### config.mk
export PLATFORM = sky130hd
export DESIGN_NAME = vga_scanout_core
export DESIGN_NICKNAME = d
export VERILOG_FILES = /design/src/rtl/vga_pkg.sv /design/src/rtl/vga_timing_gen.sv /design/src/rtl/vga_scanout_core.sv
export SDC_FILE = /design/constraint.sdc
export NUM_CORES = 1
export LEC_CHECK = 0
export CORE_MARGIN = 2
export CORE_UTILIZATION = 55
export CTS_CLUSTER_DIAMETER = 30
export DETAILED_ROUTE_END_ITERATION = 10
export GPL_TIMING_DRIVEN = 1
export PLACE_DENSITY = 0.8
export SYNTH_ARGS = -nofsm -noshare
export SYNTH_HDL_FRONTEND = slang
export SYNTH_SLANG_ARGS = --single-unit
### constraint.sdc
create_clock -name pclk -period 3.84 [get_ports pclk]
set_input_delay 0.96 -clock pclk [delete_from_list [all_inputs] [get_ports pclk]]
set_output_delay 0.96 -clock pclk [all_outputs]
set_load 0.01 [all_outputs]
### src/rtl/vga_pkg.sv
// Shared definitions for the VGA scanout block: default 640x480@60 timing,
// the rgb444 pixel type and the grayscale ramp used as the palette reset image.
package vga_pkg;

  localparam int DEF_H_VIS  = 640;
  localparam int DEF_H_FP   = 16;
  localparam int DEF_H_SYNC = 96;
  localparam int DEF_H_BP   = 48;
  localparam int DEF_V_VIS  = 480;
  localparam int DEF_V_FP   = 10;
  localparam int DEF_V_SYNC = 2;
  localparam int DEF_V_BP   = 33;

  typedef struct packed {
    logic [3:0] r;
    logic [3:0] g;
    logic [3:0] b;
  } rgb444_t;

  // Per-pixel control that travels alongside the memory read.
  // hs/vs are "sync active" flags; polarity is applied at the output register.
  typedef struct packed {
    logic hs;
    logic vs;
    logic de;
    logic win;
    logic fs;
  } pix_ctl_t;

  function automatic rgb444_t gray_entry(input logic [3:0] i);
    gray_entry.r = i;
    gray_entry.g = i;
    gray_entry.b = i;
  endfunction

endpackage

### src/rtl/vga_timing_gen.sv
// Raw raster counters and unregistered sync/enable decode for the scanout core.
// Sync flags are active-high here; the consumer applies polarity.
module vga_timing_gen
  import vga_pkg::*;
#(
  parameter int H_VIS  = DEF_H_VIS,
  parameter int H_FP   = DEF_H_FP,
  parameter int H_SYNC = DEF_H_SYNC,
  parameter int H_BP   = DEF_H_BP,
  parameter int V_VIS  = DEF_V_VIS,
  parameter int V_FP   = DEF_V_FP,
  parameter int V_SYNC = DEF_V_SYNC,
  parameter int V_BP   = DEF_V_BP
) (
  input  logic       pclk,
  input  logic       rst,
  output logic [9:0] h,
  output logic [9:0] v,
  output logic       hs_act,
  output logic       vs_act,
  output logic       de,
  output logic       frame_first,
  output logic       frame_last
);

  localparam int H_TOT = H_VIS + H_FP + H_SYNC + H_BP;
  localparam int V_TOT = V_VIS + V_FP + V_SYNC + V_BP;

  logic h_last;
  logic v_last;

  assign h_last = (h == 10'(H_TOT - 1));
  assign v_last = (v == 10'(V_TOT - 1));

  always_ff @(posedge pclk) begin
    if (rst) begin
      h <= '0;
      v <= '0;
    end else if (h_last) begin
      h <= '0;
      v <= v_last ? 10'd0 : v + 10'd1;
    end else begin
      h <= h + 10'd1;
    end
  end

  // Offset compare keeps each sync window a single unsigned test.
  assign hs_act      = (h - 10'(H_VIS + H_FP)) < 10'(H_SYNC);
  assign vs_act      = (v - 10'(V_VIS + V_FP)) < 10'(V_SYNC);
  assign de          = (h < 10'(H_VIS)) && (v < 10'(V_VIS));
  assign frame_first = (h == 10'd0) && (v == 10'd0);
  assign frame_last  = h_last && v_last;

endmodule

### src/rtl/vga_scanout_core.sv
// VGA scanout: centred, integer-scaled image fetched from a latency-MEM_LAT memory.
// Optional 16-entry palette enabled by defining VGA_SCANOUT_PALETTE_EN.
module vga_scanout_core
  import vga_pkg::*;
#(
  parameter int H_VIS   = DEF_H_VIS,
  parameter int H_FP    = DEF_H_FP,
  parameter int H_SYNC  = DEF_H_SYNC,
  parameter int H_BP    = DEF_H_BP,
  parameter int V_VIS   = DEF_V_VIS,
  parameter int V_FP    = DEF_V_FP,
  parameter int V_SYNC  = DEF_V_SYNC,
  parameter int V_BP    = DEF_V_BP,
  parameter bit HS_POL  = 1'b0,
  parameter bit VS_POL  = 1'b0,
  parameter int IMG_W   = 224,
  parameter int IMG_H   = 288,
  parameter int SCALE   = 1,
  parameter int MEM_LAT = 1,
  parameter int PIX_W   = 4,
  parameter int ADDR_W  = 16
) (
  input  logic              pclk,
  input  logic              rst,
  output logic [ADDR_W-1:0] mem_addr,
  input  logic [PIX_W-1:0]  mem_data,
  output logic [9:0]        h,
  output logic [9:0]        v,
  output logic              hs,
  output logic              vs,
  output logic              de,
  output logic [3:0]        r,
  output logic [3:0]        g,
  output logic [3:0]        b,
  output logic              frame_start
`ifdef VGA_SCANOUT_PALETTE_EN
  ,
  input  logic              pal_we,
  input  logic [3:0]        pal_idx,
  input  logic [11:0]       pal_rgb
`endif
);

  localparam int WIN_W = IMG_W * SCALE;
  localparam int WIN_H = IMG_H * SCALE;
  localparam int X0    = (H_VIS - WIN_W) / 2;
  localparam int Y0    = (V_VIS - WIN_H) / 2;
  localparam int X1    = X0 + WIN_W;
  localparam int H_TOT = H_VIS + H_FP + H_SYNC + H_BP;
  localparam int V_TOT = V_VIS + V_FP + V_SYNC + V_BP;

  if (SCALE < 1 || SCALE > 4) begin : g_bad_scale
    $error("vga_scanout_core: SCALE must be 1..4");
  end
  if (MEM_LAT < 1 || MEM_LAT > 3) begin : g_bad_lat
    $error("vga_scanout_core: MEM_LAT must be 1..3");
  end
  if (WIN_W > H_VIS || WIN_H > V_VIS) begin : g_bad_win
    $error("vga_scanout_core: scaled image exceeds visible area");
  end
  if (longint'(IMG_W) * longint'(IMG_H) > (longint'(1) << ADDR_W)) begin : g_bad_addr
    $error("vga_scanout_core: image does not fit ADDR_W");
  end
  if (H_TOT > 1024 || V_TOT > 1024) begin : g_bad_tot
    $error("vga_scanout_core: raster exceeds 10-bit counters");
  end

  logic hs_act, vs_act, de_raw, frame_first, frame_last;

  vga_timing_gen #(
    .H_VIS (H_VIS),  .H_FP (H_FP),  .H_SYNC (H_SYNC),  .H_BP (H_BP),
    .V_VIS (V_VIS),  .V_FP (V_FP),  .V_SYNC (V_SYNC),  .V_BP (V_BP)
  ) u_timing (
    .pclk        (pclk),
    .rst         (rst),
    .h           (h),
    .v           (v),
    .hs_act      (hs_act),
    .vs_act      (vs_act),
    .de          (de_raw),
    .frame_first (frame_first),
    .frame_last  (frame_last)
  );

  // Window decode: offset subtraction wraps for positions left/above the window.
  logic in_x, in_y, in_win;
  assign in_x   = ({1'b0, h} - 11'(X0)) < 11'(WIN_W);
  assign in_y   = ({1'b0, v} - 11'(Y0)) < 11'(WIN_H);
  assign in_win = in_x && in_y;

  logic [ADDR_W-1:0] row_base, col, held, cur_addr;
  logic [1:0]        row_sub, col_sub;

  assign cur_addr = row_base + col;
  assign mem_addr = in_win ? cur_addr : held;

  // Address walks incrementally: col_sub/row_sub count SCALE repeats.
  always_ff @(posedge pclk) begin
    if (rst) begin
      row_base <= '0;
      col      <= '0;
      held     <= '0;
      row_sub  <= '0;
      col_sub  <= '0;
    end else begin
      if (in_win) held <= cur_addr;
      if (frame_last) begin
        row_base <= '0;
        col      <= '0;
        row_sub  <= '0;
        col_sub  <= '0;
      end else if (in_win) begin
        if (h == 10'(X1 - 1)) begin
          col     <= '0;
          col_sub <= '0;
          if (row_sub == 2'(SCALE - 1)) begin
            row_sub  <= '0;
            row_base <= row_base + ADDR_W'(IMG_W);
          end else begin
            row_sub <= row_sub + 2'd1;
          end
        end else if (col_sub == 2'(SCALE - 1)) begin
          col_sub <= '0;
          col     <= col + ADDR_W'(1);
        end else begin
          col_sub <= col_sub + 2'd1;
        end
      end
    end
  end

  pix_ctl_t raw;
  pix_ctl_t pipe [MEM_LAT];
  pix_ctl_t tail;

  assign raw  = '{hs: hs_act, vs: vs_act, de: de_raw, win: in_win, fs: frame_first};
  assign tail = pipe[MEM_LAT-1];

  always_ff @(posedge pclk) begin
    if (rst) begin
      for (int i = 0; i < MEM_LAT; i++) pipe[i] <= '0;
    end else begin
      pipe[0] <= raw;
      for (int i = 1; i < MEM_LAT; i++) pipe[i] <= pipe[i-1];
    end
  end

  rgb444_t pix_rgb;

`ifdef VGA_SCANOUT_PALETTE_EN
  rgb444_t pal [16];

  always_ff @(posedge pclk) begin
    if (rst) begin
      for (int i = 0; i < 16; i++) pal[i] <= gray_entry(4'(i));
    end else if (pal_we) begin
      pal[pal_idx] <= rgb444_t'(pal_rgb);
    end
  end

  assign pix_rgb = pal[4'(mem_data)];
`else
  logic [3:0] nib;
  if (PIX_W >= 4) begin : g_nib_wide
    assign nib = mem_data[PIX_W-1 -: 4];
  end else begin : g_nib_narrow
    assign nib = {mem_data, (4 - PIX_W)'(0)};
  end

  assign pix_rgb = gray_entry(nib);
`endif

  // Output register: the extra stage that lines colour up with sync.
  always_ff @(posedge pclk) begin
    if (rst) begin
      hs          <= ~HS_POL;
      vs          <= ~VS_POL;
      de          <= 1'b0;
      frame_start <= 1'b0;
      {r, g, b}   <= '0;
    end else begin
      hs          <= tail.hs ? HS_POL : ~HS_POL;
      vs          <= tail.vs ? VS_POL : ~VS_POL;
      de          <= tail.de;
      frame_start <= tail.fs;
      {r, g, b}   <= (tail.de && tail.win) ? pix_rgb : '0;
    end
  end

endmodule

After elaboration in Yosys (flattened, before gate mapping)
Memory sizes are Yosys's and may differ from the RTL's.
Index checks and enable logic that the tools add are counted.
Word-level totals
  output and inout bits: 52
  bits in writable memories: 5
  memories: 1
  flip-flop bits (word level): 80
  input port bits: 6
  logic and storage cells: 65
Memories
  pipe: depth 1, bits a word 5, rd ports 1, clocked after Yosys merged registers in 0, write ports 1, line vga_scanout_core.sv:133  | pix_ctl_t pipe [MEM_LAT];
Cells by class
  $add $sub $neg: 11
  order comparisons: 6
  reduce and logical (&&, ||, !) cells: 17
  equality and inequality tests: 3
  muxes and demuxes: 14
  bitwise operators: 1
Operator list (count)
  $mux 16: 3
  $add 10x1->10 const B: 2
  $eq 10x10->1 const B: 2
  $logic_not 10->1: 2
  $add 16x1->16 const B: 1
  $add 16x16->16: 1
  $add 16x8->16 const B: 1
  $lt 11x8->1 const B: 1
  $lt 11x9->1 const B: 1
  $sub 10x7->11 const B: 1
  $sub 10x8->11 const B: 1
  $eq 10x9->1 const B: 1
  $lt 10x10->1 const B: 1
  $lt 10x2->1 const B: 1
  $lt 10x7->1 const B: 1
  $lt 10x9->1 const B: 1
  $mux 10: 1
  $sub 10x10->10 const B: 1
  $sub 10x9->10 const B: 1
  $mux 1: 6
  $mux 2: 3
  $reduce_or 2->1: 3
  $logic_and 1x1->1: 5
  $mux 5: 1
  other kinds (7): 10

Depth between registers and ports, before layout
  word-level depth: 4
  depth in mapped cells: 10
  depth with buffers taken out: 8

Hierarchy
Synthesis repeated with hierarchy kept, for this count alone.
Unflattened totals
  cell total of the unflattened synthesis: 531
  area, all modules: 4558.1 µm²
Modules (own cells, without submodules)
  vga_scanout_core: cells an instance 382, sequential area each 1201.2 µm², area each 3349.5 µm², instances 1
  vga_timing_gen: cells an instance 149, sequential area each 400.4 µm², area each 1208.7 µm², instances 1

Worst setup path after synthesis
No wires, ideal clock.
  path kind: reg2out
  from: reg u_timing.h[4]
  to: out mem_addr[14]
  cell stages (with the launch flop): 10
  arrival: 2.429 ns
  buffers on the path: 2
  slack: 0.451 ns
  required time: 2.880 ns
  path through: dfxtp_1 > inv_1 > ha_1 > and4b_4 > a2111oi_4 > nand4_1 > nor2_2 > buf_6 > buf_4 > mux2_2
Between the ends
  word-level cells in the longest chain between the ends: 4
Ends and longest elaborated chain
  from (decl): line vga_timing_gen.sv:17  | output logic [9:0] h,
  from (signal assigned): line vga_timing_gen.sv:43  | h <= h + 10'd1;
  $sub 10x8->11: line vga_scanout_core.sv:87  | assign in_x = ({1'b0, h} - 11'(X0)) < 11'(WIN_W);
  $lt 11x8->1: line vga_scanout_core.sv:87
  $logic_and 1x1->1: line vga_scanout_core.sv:89  | assign in_win = in_x && in_y;
  $mux 16
  to (decl): line vga_scanout_core.sv:25  | output logic [ADDR_W-1:0] mem_addr,
Every way passes these cells.

Worst setup path in the final report
  from: reg row_base[5]
  to: out mem_addr[15]
Between the ends
  word-level cells in the longest chain between the ends: 2
Ends and longest elaborated chain
  from (decl): line vga_scanout_core.sv:91  | logic [ADDR_W-1:0] row_base, col, held, cur_addr;
  from (signal assigned): line vga_scanout_core.sv:118  | row_base <= row_base + ADDR_W'(IMG_W);
  $add 16x16->16: line vga_scanout_core.sv:94  | assign cur_addr = row_base + col;
  $mux 16
Every way passes these cells.

==> results by group <==
STA
  • Worst setup margin: 0.107 ns
  • Max Fclk: 268 MHz
  • Final Hold Vio Count: 0
  • RSZ-0062 raised after global routing: no
  • Clk_skew: 0.00792 ns
  • Min cycle time layout: 3.73 ns
  • Final setup fails: 0
  • Worst-Margin Slew: 0.855 ns
  • Period utilization: 97.2%
  • Slew margin rel.: 43.0%
  • Fin. max-slew vios: 0
  • Final setup TNS: 0 ns

Cells and area
  • Register area: 0.00160 mm2
  • Multi-input logic area: 0.00249 mm2
  • Layout cells sized above 1: 11.3%
  • Inserted Diodes: 0
  • Layout area overhead: 20.5%
  • Final Cell Area: 0.00514 mm2
  • Non-filler instance count after layout: 641
  • Final net count: 568
  • Filler instances: 613

Clock tree
  • Hold_buf cts: 0
  • H-tree levels: 3
  • CTS clk-pin slew, worst paths: 0.09 ns
  • Clock Latency Late Sink: 0.36 ns
  • Clk sink count: 80
  • Clock Path Buffers: 2
  • CTS tree: done
  • CTS root buf: clkbuf_8
  • CTS Buf Count: 9

Setup path
  • Critical Path RT: 2.88 ns
  • Worst Setup SP: row_base[5]$_SDFFE_PP0P_
  • Kind of cell adding the most delay to the critical path: compound AO/OA/AOI/OAI gates
  • Critical path cell sequence: ha_2 > fa_2 > a21oi_2 > nor2_1 > or3_4 > a2111o_1 > nand4_1 > a21oi_1 > dlygate4sd2_1
  • Crit. path cell count: 9
  • Setup CP Type: flip-flop to output pin
  • Largest fanout on the critical path: 3
  • Critical path arrival: 2.77 ns
  • FF-to-FF Start: u_timing.h[5]$_SDFF_PP0_
  • Critical Path Max Stage Delay: 0.39 ns
  • Worst Setup Start Kind: flip-flop
  • Crit-path slowest cell: or3_4
  • Worst reg2reg setup slack: 0.98 ns
  • Worst reg2reg path depth: 8
  • Worst R2R End: row_base[13]$_SDFFE_PP0P_
  • Buf/Inv on CP: 1
  • Worst Setup End Kind: output pin
  • Critical Path End: mem_addr[15]

Placement
  • Placement Cell Area: 0.00487 mm2
  • Placed cell count: 622
  • Detailed Place HPWL: 6850 um
  • Port Buffer Count: 57
  • Post-Place Worst Slack: 0.182 ns
  • Final GP Congestion: 0.910

Routing
  • Drt wl/cell: 15.0 um
  • Remaining DRCs: 0
  • Post-route ant nets: 0
  • Vias per cell: 5.67
  • Drt pass-1 iters: 4
  • DRT Wirelength: 9630 um
  • DR iter-0 viols: 177
  • Via count: 3,636

Die
  • Initial Util: 56.1%
  • Rows: 32
  • Die height: 92.1 um
  • Die ar.: 0.00848 mm2
  • Core ar.: 0.00761 mm2
  • Num ports: 58
  • Die W: 92.1 um

Power and ir drop
  • Int Pwr: 1.17 mW
  • Flop pwr share: 55.7%
  • Maximum vdd drop: 0.000297 V
  • Overall Power: 1.51 mW
  • Leakage power: 2.07 nW
  • Clock Power Share: 41.6%
  • Switching Fraction: 22.4%
  • Power Density: 293 mW/mm2
  • Psw: 338 uW
  • Combinational share of power: 2.8%

Yosys
  • Post-Syn Area: 0.00427 mm2
  • Yosys warns: 0
  • Seq/Total Area, Yosys: 37.5%
  • Syn avg cell area: 8.85 um2
  • Post-synthesis async set-or-reset flop share: 0%
  • Top_reg_cell synth: dfxtp_1
  • Unique cell type count in the Yosys netlist: 55
  • Synth Register Bits: 80
  • Mapped Nets: 516
  • EDFF count, synth: 0
  • Cell count after synthesis: 482

Worst hold path
  • Hold_sp: pipe[0][3]$_SDFF_PP0_
  • Worst Hold Class: flip-flop to flip-flop

GRT
  • Largest net degree at the start of global routing: 24
  • Overall Global Routing Usage: 23.3%
  • Congestion Overflow GR: 0
  • Number of global-route vias before repair: 3,419
  • First-pass GRT wire length: 15,900 um
  • Initial antenna violation count: 0

Job
  • Max-capacitance violation count: 0

Status
  • Outcome: finished, final reports clean
==> cells in the mapped netlist (3+ instances only) <==
cell type   n  area share, %
inv_1      19            1.7
a21o_1      5           0.88
and2_1     14            2.1
o211ai_1    4           0.70
xnor2_1    31            6.4
nor3_1      8           0.94
or3_1      11            1.6
nor4_1      9            1.3
dfxtp_1    80             38
nand2_1    32            2.8
mux2i_1     3           0.70
clkbuf_1    7           0.62
nand4_1    13            1.9
mux2_2     14            3.7
ha_1       27            7.9
a211oi_1    4           0.70
buf_4       9            1.6
nand3_1    12            1.4
o31ai_1     7            1.2
nor2b_1     6           0.88
buf_2       6           0.70
nand2b_1    3           0.44
and3_1     12            1.8
xor2_1      7            1.4
nor2_1     56            4.9
o21ai_0    13            1.5
or4_1       8            1.4
a21oi_1    28            3.3
==> layout by cell type (no fill, tap or decap), types with 3 or more instances in the layout <==
cell	Yosys	routed
and2_1	14	14
a21o_1	5	5
a21oi_1	28	27
nand2_1	32	31
nand3_1	12	12
nand4_1	13	13
xnor2_1	31	31
nor2_1	56	56
nor2b_1	6	6
mux2_2	14	14
xor2_1	7	7
or4_1	8	8
o31ai_1	7	7
and3_1	12	12
or3_1	11	10
ha_1	27	25
o21ai_0	13	13
clkdlybuf4s50_1	0	41
inv_1	19	17
o211ai_1	4	4
clkbuf_8	0	10
a211oi_1	4	3
nor3_1	8	8
dlygate4sd2_1	0	16
buf_4	9	7
nor4_1	9	9
dfxtp_1	80	78
nand2b_1	3	3
mux2i_1	3	3
==> sequential cells by signal, indices dropped and copies added (netlist names) <==
name,cells
col_sub,2
row_base,11
b,4
de,1
hs,1
vs,1
pipe,5
row_sub,2
col,16
u_timing.v,10
u_timing.h,10
held,16
frame_start,1
==> worst min path at each step <==
stage,to,cells after the start
2_1_floorplan,vs$_SDFF_PP1_,1
3_3_place_gp,vs$_SDFF_PP1_,1
3_5_place_dp,vs$_SDFF_PP1_,1
4_1_cts,vs$_SDFF_PP1_,1
5_1_grt,vs$_SDFF_PP1_,1
6_report,vs$_SDFF_PP1_,1
==> cell families after synthesis <==
group | after synthesis | synth area share [%]
adders and majority gates | 28 | 8.38
muxes | 17 | 4.40
and+or+nand+nor | 203 | 25.8
AOI/OAI and AO/OA | 72 | 10.9
DFF | 80 | 37.5
buffers and inverters | 44 | 5.22
xor gates and xnor gates | 38 | 7.80
==> per-layer routing <==
layer,vias to the layer above,track usage (%),wire (um)
met5,-,0,0
met4,0,8.08,149
met3,14,4.85,440
met2,92,42.3,5020
met1,1742,27.0,4020
li1,1788,-,-
==> power groups by stage <==
stage / Sequential (mW) / Clock, mW / Combinational, mW
4_1_cts: 0.839 / 0.632 / 0.0419
5_1_grt: 0.840 / 0.668 / 0.0457
3_5_place_dp: 0.858 / 0 / 0.0415
3_3_place_gp: 0.858 / 0 / 0.0407
2_1_floorplan: 0.859 / 0 / 0.0193
6_report: 0.839 / 0.627 / 0.0415
==> what timing repair did <==
action | in CTS | in global routing
pin swaps | 3 | 3
endpoints found under the setup margin | 16 | 2
gates cloned | 1 | 0
setup buffers | 2 | 0
resized for setup | 28 | 2
==> metrics by stage <==
| stage | util [%] | hold WS, ns |
|---|---|---|
| global route | 67.6 | 0.395 |
| detailed placement | 64.0 | 0.362 |
| finish | 67.6 | 0.374 |
| global placement | 64.0 | 0.347 |
| CTS | 67.5 | 0.380 |
| floorplan | - | 0.343 |
==> area by class of cell <==
class / instances / area share (%)
clock inverters: 5 / 1.09
inverters: 19 / 1.39
clock buffers: 11 / 2.75
repair buffers: 66 / 12.7
well taps: 102 / 2.48
flip-flops and latches: 80 / 31.2
multi-input cells: 358 / 48.3
(Power assumes the default switching activity.)
